--- config.mk ---
export PLATFORM = sky130hd
export DESIGN_NAME = speed_test_sequencer_flat
export DESIGN_NICKNAME = d
export VERILOG_FILES = /design/src/rtl/speed_test_sequencer_if.sv /design/src/rtl/speed_test_sequencer.sv /design/src/flat_wrapper.sv
export SDC_FILE = /design/constraint.sdc
export NUM_CORES = 2
export LEC_CHECK = 0
export CORE_AREA = 2 2 435 437
export DETAILED_ROUTE_END_ITERATION = 16
export DIE_AREA = 0 0 437 439
export SLEW_MARGIN = 0
export SYNTH_ARGS = -nofsm -noshare
export SYNTH_HDL_FRONTEND = slang
export SYNTH_SLANG_ARGS = --single-unit
--- constraint.sdc ---
create_clock -name clk -period 46.3 [get_ports clk]
set_input_delay 9.26 -clock clk [delete_from_list [all_inputs] [get_ports clk]]
set_output_delay 9.26 -clock clk [all_outputs]
set_load 0.01 [all_outputs]
--- src/rtl/speed_test_sequencer_if.sv ---
// Handshake and per-port status bundle between the speed-test register block, the sequencer
// and the frame generators/checkers.
interface speed_test_sequencer_if #(
    parameter int unsigned TEST_PORT_NUM = 4
);
    logic                           cmd_valid;
    logic                           cmd_ready;
    logic [TEST_PORT_NUM-1:0]       cmd_port_mask;
    logic [31:0]                    cmd_duration;
    logic                           abort;
    logic [TEST_PORT_NUM-1:0]       gen_ready;
    logic [TEST_PORT_NUM-1:0]       check_ready;
    logic [TEST_PORT_NUM*128-1:0]   check_results;
    logic [TEST_PORT_NUM-1:0]       start;
    logic [TEST_PORT_NUM-1:0]       stop;
    logic                           busy;
    logic                           done;
    logic [1:0]                     status;
    logic [31:0]                    elapsed;
    logic [TEST_PORT_NUM*128-1:0]   results;

    // Environment side: register block plus generators/checkers.
    modport master (
        output cmd_valid, cmd_port_mask, cmd_duration, abort, gen_ready, check_ready,
               check_results,
        input  cmd_ready, start, stop, busy, done, status, elapsed, results
    );

    modport slave (
        input  cmd_valid, cmd_port_mask, cmd_duration, abort, gen_ready, check_ready,
               check_results,
        output cmd_ready, start, stop, busy, done, status, elapsed, results
    );
endinterface

--- src/rtl/speed_test_sequencer.sv ---
// Timed test-run sequencer: accepts one run command, starts the selected ports, times the run
// in TICK_HZ ticks, stops the ports, waits for the checkers to drain and snapshots results.
module speed_test_sequencer #(
    parameter int unsigned TEST_PORT_NUM        = 4,
    parameter int unsigned CLOCK_FREQ           = 125000000,
    parameter int unsigned TICK_HZ              = 1000,
    parameter int unsigned READY_TIMEOUT_CYCLES = 1000000
) (
    input logic                    clk,
    input logic                    rst,
    speed_test_sequencer_if.slave  bus_io
);

    localparam int unsigned PreCycles = CLOCK_FREQ / TICK_HZ;
    localparam int unsigned PreW      = (PreCycles > 1) ? $clog2(PreCycles) : 1;
    localparam int unsigned TmoW      = $clog2(READY_TIMEOUT_CYCLES + 1);
    localparam logic [PreW-1:0] PreLast = PreW'(PreCycles - 1);
    localparam logic [TmoW-1:0] TmoLast = TmoW'(READY_TIMEOUT_CYCLES - 1);

    localparam logic [1:0] StatusOk      = 2'd0;
    localparam logic [1:0] StatusBadCmd  = 2'd1;
    localparam logic [1:0] StatusTimeout = 2'd2;
    localparam logic [1:0] StatusAborted = 2'd3;

    typedef enum logic [2:0] {
        StIdle, StWaitReady, StStart, StRun, StStop, StDrain, StDone
    } state_e;

    state_e                       state_q;
    logic                         cmd_ready_q;
    logic [TEST_PORT_NUM-1:0]     mask_q;
    logic [31:0]                  dur_q;
    logic [PreW-1:0]              pre_q;
    logic [TmoW-1:0]              tmo_q;
    logic [TEST_PORT_NUM-1:0]     start_q;
    logic [TEST_PORT_NUM-1:0]     stop_q;
    logic                         busy_q;
    logic                         done_q;
    logic [1:0]                   status_q;
    logic [31:0]                  elapsed_q;
    logic [TEST_PORT_NUM*128-1:0] results_q;

    logic [31:0] elapsed_inc;
    logic        all_ready;
    logic        drain_ready;
    logic        tick_wrap;

    assign elapsed_inc = elapsed_q + 32'd1;
    assign all_ready   = ((bus_io.gen_ready & bus_io.check_ready & mask_q) == mask_q);
    assign drain_ready = ((bus_io.check_ready & mask_q) == mask_q);
    assign tick_wrap   = (pre_q == PreLast);

    always_ff @(posedge clk or posedge rst) begin
        if (rst) begin
            state_q     <= StIdle;
            cmd_ready_q <= 1'b0;
            mask_q      <= '0;
            dur_q       <= '0;
            pre_q       <= '0;
            tmo_q       <= '0;
            start_q     <= '0;
            stop_q      <= '0;
            busy_q      <= 1'b0;
            done_q      <= 1'b0;
            status_q    <= StatusOk;
            elapsed_q   <= '0;
            results_q   <= '0;
        end else begin
            start_q <= '0;
            stop_q  <= '0;
            done_q  <= 1'b0;
            unique case (state_q)
                StIdle: begin
                    if (cmd_ready_q && bus_io.cmd_valid) begin
                        cmd_ready_q <= 1'b0;
                        busy_q      <= 1'b1;
                        elapsed_q   <= '0;
                        mask_q      <= bus_io.cmd_port_mask;
                        dur_q       <= bus_io.cmd_duration;
                        tmo_q       <= '0;
                        if (bus_io.cmd_port_mask == '0 || bus_io.cmd_duration == 32'd0) begin
                            status_q <= StatusBadCmd;
                            state_q  <= StDone;
                        end else begin
                            status_q <= StatusOk;
                            state_q  <= StWaitReady;
                        end
                    end else begin
                        cmd_ready_q <= 1'b1;
                    end
                end
                // Ready takes priority over abort and timeout in the same cycle.
                StWaitReady: begin
                    if (all_ready) begin
                        state_q <= StStart;
                    end else if (bus_io.abort) begin
                        status_q <= StatusAborted;
                        state_q  <= StDone;
                    end else if (tmo_q == TmoLast) begin
                        status_q <= StatusTimeout;
                        state_q  <= StDone;
                    end else begin
                        tmo_q <= tmo_q + TmoW'(1);
                    end
                end
                StStart: begin
                    start_q <= mask_q;
                    pre_q   <= '0;
                    state_q <= StRun;
                end
                StRun: begin
                    if (tick_wrap) begin
                        pre_q     <= '0;
                        elapsed_q <= elapsed_inc;
                    end else begin
                        pre_q <= pre_q + PreW'(1);
                    end
                    // A final tick coinciding with abort completes as OK.
                    if (tick_wrap && elapsed_inc == dur_q) begin
                        state_q <= StStop;
                    end else if (bus_io.abort) begin
                        status_q <= StatusAborted;
                        state_q  <= StStop;
                    end
                end
                StStop: begin
                    stop_q  <= mask_q;
                    tmo_q   <= '0;
                    state_q <= StDrain;
                end
                StDrain: begin
                    if (drain_ready || tmo_q == TmoLast) begin
                        for (int i = 0; i < int'(TEST_PORT_NUM); i++) begin
                            results_q[128*i +: 128] <= mask_q[i] ?
                                bus_io.check_results[128*i +: 128] : 128'd0;
                        end
                        if (!drain_ready) begin
                            status_q <= StatusTimeout;
                        end
                        state_q <= StDone;
                    end else begin
                        tmo_q <= tmo_q + TmoW'(1);
                    end
                end
                StDone: begin
                    done_q  <= 1'b1;
                    busy_q  <= 1'b0;
                    state_q <= StIdle;
                end
                default: state_q <= StIdle;
            endcase
        end
    end

    assign bus_io.cmd_ready = cmd_ready_q;
    assign bus_io.start     = start_q;
    assign bus_io.stop      = stop_q;
    assign bus_io.busy      = busy_q;
    assign bus_io.done      = done_q;
    assign bus_io.status    = status_q;
    assign bus_io.elapsed   = elapsed_q;
    assign bus_io.results   = results_q;

endmodule

--- src/flat_wrapper.sv ---
// flat-port wrapper written by rule: the top's interface ports become plain ports
module speed_test_sequencer_flat 
#(
    parameter int unsigned TEST_PORT_NUM        = 4,
    parameter int unsigned CLOCK_FREQ           = 125000000,
    parameter int unsigned TICK_HZ              = 1000,
    parameter int unsigned READY_TIMEOUT_CYCLES = 1000000
)
  (clk, rst, bus_io_cmd_valid, bus_io_cmd_port_mask, bus_io_cmd_duration, bus_io_abort, bus_io_gen_ready, bus_io_check_ready, bus_io_check_results, bus_io_cmd_ready, bus_io_start, bus_io_stop, bus_io_busy, bus_io_done, bus_io_status, bus_io_elapsed, bus_io_results);
  speed_test_sequencer_if #(.TEST_PORT_NUM(TEST_PORT_NUM)) bus_io_i ();
  input logic clk;
  input logic rst;
  input wire logic [$bits(bus_io_i.cmd_valid)-1:0] bus_io_cmd_valid;
  input wire logic [$bits(bus_io_i.cmd_port_mask)-1:0] bus_io_cmd_port_mask;
  input wire logic [$bits(bus_io_i.cmd_duration)-1:0] bus_io_cmd_duration;
  input wire logic [$bits(bus_io_i.abort)-1:0] bus_io_abort;
  input wire logic [$bits(bus_io_i.gen_ready)-1:0] bus_io_gen_ready;
  input wire logic [$bits(bus_io_i.check_ready)-1:0] bus_io_check_ready;
  input wire logic [$bits(bus_io_i.check_results)-1:0] bus_io_check_results;
  output wire logic [$bits(bus_io_i.cmd_ready)-1:0] bus_io_cmd_ready;
  output wire logic [$bits(bus_io_i.start)-1:0] bus_io_start;
  output wire logic [$bits(bus_io_i.stop)-1:0] bus_io_stop;
  output wire logic [$bits(bus_io_i.busy)-1:0] bus_io_busy;
  output wire logic [$bits(bus_io_i.done)-1:0] bus_io_done;
  output wire logic [$bits(bus_io_i.status)-1:0] bus_io_status;
  output wire logic [$bits(bus_io_i.elapsed)-1:0] bus_io_elapsed;
  output wire logic [$bits(bus_io_i.results)-1:0] bus_io_results;
  assign bus_io_i.cmd_valid = bus_io_cmd_valid;
  assign bus_io_i.cmd_port_mask = bus_io_cmd_port_mask;
  assign bus_io_i.cmd_duration = bus_io_cmd_duration;
  assign bus_io_i.abort = bus_io_abort;
  assign bus_io_i.gen_ready = bus_io_gen_ready;
  assign bus_io_i.check_ready = bus_io_check_ready;
  assign bus_io_i.check_results = bus_io_check_results;
  assign bus_io_cmd_ready = bus_io_i.cmd_ready;
  assign bus_io_start = bus_io_i.start;
  assign bus_io_stop = bus_io_i.stop;
  assign bus_io_busy = bus_io_i.busy;
  assign bus_io_done = bus_io_i.done;
  assign bus_io_status = bus_io_i.status;
  assign bus_io_elapsed = bus_io_i.elapsed;
  assign bus_io_results = bus_io_i.results;
  speed_test_sequencer #(.TEST_PORT_NUM(TEST_PORT_NUM), .CLOCK_FREQ(CLOCK_FREQ), .TICK_HZ(TICK_HZ), .READY_TIMEOUT_CYCLES(READY_TIMEOUT_CYCLES)) u_core (.clk(clk), .rst(rst), .bus_io(bus_io_i));
endmodule
# Yosys cells after proc, flatten, opt, wreduce, memory -nomap -nowiden
# Index checks and enable logic that the tools add are counted.
# op_classes
muxes,40
n_reduce_logical,19
bitwise,3
n_addsub,3
eq_ne,24
# ops
operator,n
$mux 128,4
$mux 20,5
$pmux 20 s4,1
$mux 32,2
$pmux 32 s2,1
$pmux 17 s2,1
$add 32x1->32 const B,1
$eq 32x32->1,1
$logic_not 32->1,1
$mux 3,8
$add 20x1->20 const B,1
$eq 20x20->1 const B,1
$pmux 3 s6,1
$add 17x1->17 const B,1
$eq 17x17->1 const B,1
$mux 17,1
$mux 2,8
$ne 2x2->1 const B,7
$and 4x4->4,3
$eq 3x3->1 const B,3
$eq 4x4->1,2
$mux 4,2
$pmux 2 s4,1
$reduce_and 8->1,1
other kinds (17),31
# word_totals
register_bits,633

# Longest topological paths before layout
# depth
depth_word,5
mapped_depth,13

# Worst setup path before layout
# OpenSTA, ideal clock, no wires.
# synth_path
path_kind,in2reg
start,input port bus_io_check_ready[1]
end,register u_core.results_q[129] (netlist: u_core.bus_io.results[129])
setup_time_ns,0.133
required_ns,46.167
arrival_time_ns,10.981
setup_slack_ns,35.186
path_buffers,4
cell_stages,10
cell_sequence,nor2b_1 or4_1 nand2_1 nand3_1 buf_2 buf_2 clkbuf_1 clkbuf_1 nand2_1 o21ai_0
# synth_between
elab_chain_cells,4
# synth_rtl
item,line,text
"start, declared",flat_wrapper.sv:18,input wire logic [$bits(bus_io_i.check_ready)-1:0] bus_io_check_ready;
$and 4x4->4,speed_test_sequencer.sv:50,assign drain_ready = ((bus_io.check_ready & mask_q) == mask_q);
$eq 4x4->1,speed_test_sequencer.sv:50,
$logic_or 1x1->1,speed_test_sequencer.sv:132,if (drain_ready || tmo_q == TmoLast) begin
$reduce_and 2->1 (no line),-,
"end signal, assigned by index",speed_test_sequencer.sv:134,results_q[128*i +: 128] <= mask_q[i] ?
"end, declared",speed_test_sequencer.sv:41,logic [TEST_PORT_NUM*128-1:0] results_q;
# Every way passes these cells.
# A chain may end at the register's enable or synchronous reset.

# Final worst setup path
# layout_path
start,input port bus_io_check_ready[2]
end,register u_core.results_q[123] (netlist: u_core.bus_io.results[123])
# The elaborated chain is that of the path after synthesis.

==> results_dict.tcl <==
set metrics [dict create \
    status "finished clean" \
    min_from "u_core.bus_io.results[312]" \
    hold_buffers 0 \
    root_buffer "clkbuf_16" \
    netSwitchingFraction_pct 39.80 \
    max_clock_freq_ghz 0.07550 \
    cp.arrival_ns 13.79 \
    synth_largest_area_cell "dfrtp_1" \
    cp-start-kind "primary input" \
    port_buffers 1116 \
    yosysSeqAreaShare_pct 58.94 \
    fin_setup_tns_ns 0 \
    cts_tree "done" \
    critPathKind "primary input to flip-flop" \
    clkTransAtPathRegs_ns 0.06 \
    cts_buffers 83 \
    cpMostUsedCell "buf_4" \
    intPower_w 0.001755 \
    antenna_found_initial 45 \
    die_w_um 437 \
    leakage_nw 17.90 \
    drv_cap 0 \
    grt_max_degree 228 \
    grt_use_total_pct 15.37 \
    synthCells 2982 \
    fin_skew_ns 0.03710 \
    pwr-share-seq_pct 33.5 \
    routedWlPerCell_um 23.23 \
    drt-total-wl_mm 152.7 \
    min_period_ns 13.25 \
    post_cts_resize_count 0 \
    clock_sinks 633 \
    yosysWarnings 0 \
    hp-class "flip-flop to flip-flop" \
    rows 159 \
    vdd_drop_max_mv 0.03750 \
    synth_common_cells "1,099 x nand2_1, 633 x dfrtp_1, 600 x o21ai_0" \
    dieArea_sq_um 191800 \
    yosysMostFrequentCell "nand2_1" \
    first_pass_iters 6 \
    synth_edf_count 0 \
    comb_power_share_pct 42.6 \
    cts_max_level 3 \
    cts_buffer_depth 3 \
    crit_slowest_cell "buf_4" \
    p_switching_w 0.001160 \
    clk_latency_ns 0.70 \
    synth_area_leaders "dfrtp_1 59%, nand2_1 15%, o21ai_0 11%" \
    ios 1117 \
    rsz0062_at_grt "false" \
    setup_viol 0 \
    cp_slowest_stage_delay_ns 0.86 \
    place_congestion 0.9458 \
    placeableCoreArea_sq_um 187000 \
    crit_required_ns 46.85 \
    drv_slew 0 \
    yosys.area.top_type_share_pct 58.94 \
    async_flop_share_pct 100.0 \
    final_nets 4558 \
    syn_to_final_growth_pct 62.05 \
    synth_nets 3545 \
    grt_pass1_wl_mm 207.3 \
    tightestPinTransition_ns 1.148 \
    fin_area_sq_um 43550 \
    crit_path_end_kind "flip-flop" \
    ys.flop_type "dfrtp_1" \
    synth_seq_cells 633 \
    drt-initial-drc-count 2269 \
    cp-startpoint "bus_io_check_ready[2]" \
    r2r_start "u_core.mask_q[2]" \
    postCtsSetupBuffers 0 \
    grt_overflow 0 \
    initial_core_util_pct 14.37 \
    vias 25500 \
    crit_chain "clkdlybuf4s50_1 > nor2b_1 > or4_1 > nand2_1 > nand3_4 > buf_4 > buf_4 > buf_4 > o21ai_0" \
    synth.avg_cell_area_sq_um 9.012 \
    syn-cell-area_sq_um 26870 \
    dpl.hpwl_mm 122.8 \
    drc_errors 0 \
    crit_buf_inv 4 \
    cp_max_fo 116 \
    drtAntennaViolNets 0 \
    grt_pass1_vias 25080 \
    hold_viol 0 \
    viasPerCell 3.879 \
    p_per_area_nw_per_um2 66.93 \
    place_area_sq_um 40590 \
    drive_gt1_share_pct 5.471 \
    power.clock.fraction_pct 24.0 \
    relSlewSlack_pct 23.44 \
    die_h_um 439 \
    fin_crit_sh_pct 28.61 \
    cp_top_family "buffers and inverters" \
    synth_cell_types 67 \
]
==> per-stage QoR <==
step / total power, W / setup WS, ns / hold WS, ns / utilization [%] / instances
after floorplan: 0.001407 / 19.31 / 0.4622 / - / 2982
after global placement: 0.002229 / 32.59 / 0.4600 / 21.71 / 6405
after detailed placement: 0.002244 / 32.50 / 0.4691 / 21.71 / 6405
after CTS: 0.002966 / 33.34 / 0.4812 / 23.26 / 6553
after global routing: 0.003103 / 32.80 / 0.4949 / 23.28 / 6571
final: 0.002915 / 33.05 / 0.4712 / 23.29 / 6575
==> power groups by stage <==
stage	Clock, W	Combinational, W	Sequential [W]
6_report	0.000698	0.00124	0.000976
5_1_grt	0.000742	0.00136	0.00100
4_1_cts	0.000724	0.00127	0.000972
3_5_place_dp	0	0.00127	0.000978
3_3_place_gp	0	0.00126	0.000971
2_1_floorplan	0	0.000392	0.00101
==> layout make-up <==
cell class | instances | area [sq um]
repair buffers | 1144 | 11390
clock inverters | 37 | 579.3
flip-flops and latches | 633 | 15860
diodes | 22 | 55.05
fillers | 20300 | 143500
multi-input cells | 2119 | 10160
well taps | 2495 | 3122
clock buffers | 111 | 2323
inverters | 14 | 60.06
==> registers in the layout (all words and copies together), names as in the netlist, 2 cells and up <==
signal,cells
u_core.bus_io.elapsed,32
u_core.state_q,3
u_core.bus_io.status,2
u_core.tmo_q,20
u_core.bus_io.stop,4
u_core.bus_io.start,4
u_core.bus_io.results,512
u_core.pre_q,17
u_core.mask_q,4
u_core.dur_q,32
==> cells in the final DEF (no fill, tap or decap), types with 8 or more instances in the layout <==
master,n
dfrtp_1,629
nand2_1,1099
a31oi_1,8
nand2b_1,9
nor2b_1,8
diode_2,22
and2_1,14
nor3_1,15
clkinv_2,11
clkbuf_8,12
and4_1,8
bufinv_16,12
o21ai_0,600
nor2_1,51
nand3_1,33
clkbuf_16,84
mux2_2,37
o31ai_1,15
nor4_1,13
clkdlybuf4s50_1,1116
buf_4,27
nand4_1,25
and3_1,26
xor2_1,28
clkbuf_1,15
xnor2_1,28
a21oi_1,19
inv_1,13
==> metal layers <==
metal	global-route usage, %	share of wire, %	vias to the layer above	wire length [um]
li1	-	-	11930	-
met1	18.59	40	12400	61110
met2	24.01	47	980	71050
met3	5.932	9.6	192	14630
met4	7.108	3.9	2	5945
met5	0	0.0085	-	13
==> worst min-delay path, cell delays in order (launching register included) <==
cell	delay, ns
dfrtp_1	0.34
nand2_1	0.04
o21ai_0	0.05
==> path summary, 6_finish.rpt <==
check / endpoint / slack, ns / cells past startpoint
max in group asynchronous: u_core.bus_io.results[428] / 34.45 / 4
min reg2reg: u_core.bus_io.results[312] / 0.47 / 2
max reg2reg: u_core.bus_io.results[123] / 41.23 / 8
min: u_core.bus_io.results[312] / 0.47 / 2
min in group asynchronous: u_core.bus_io.results[260] / 9.15 / 2
max: u_core.bus_io.results[123] / 33.05 / 9
==> kinds of logic (layout without fill, tap and decap cells) <==
kind of cell    after synthesis  after routing  share of synthesized area [%]
simple gates               1342           1342                          20.85
compound gates              678            678                          13.24
flops                       633            633                          58.94
buf+inv                     230           1306                          3.310
xor+xnor                     57             57                          1.886
mux                          39             39                          1.625
fa+ha+maj                     3              3                         0.1397
other cells                   0             22                              0
Power figures use the tool's default switching activity.
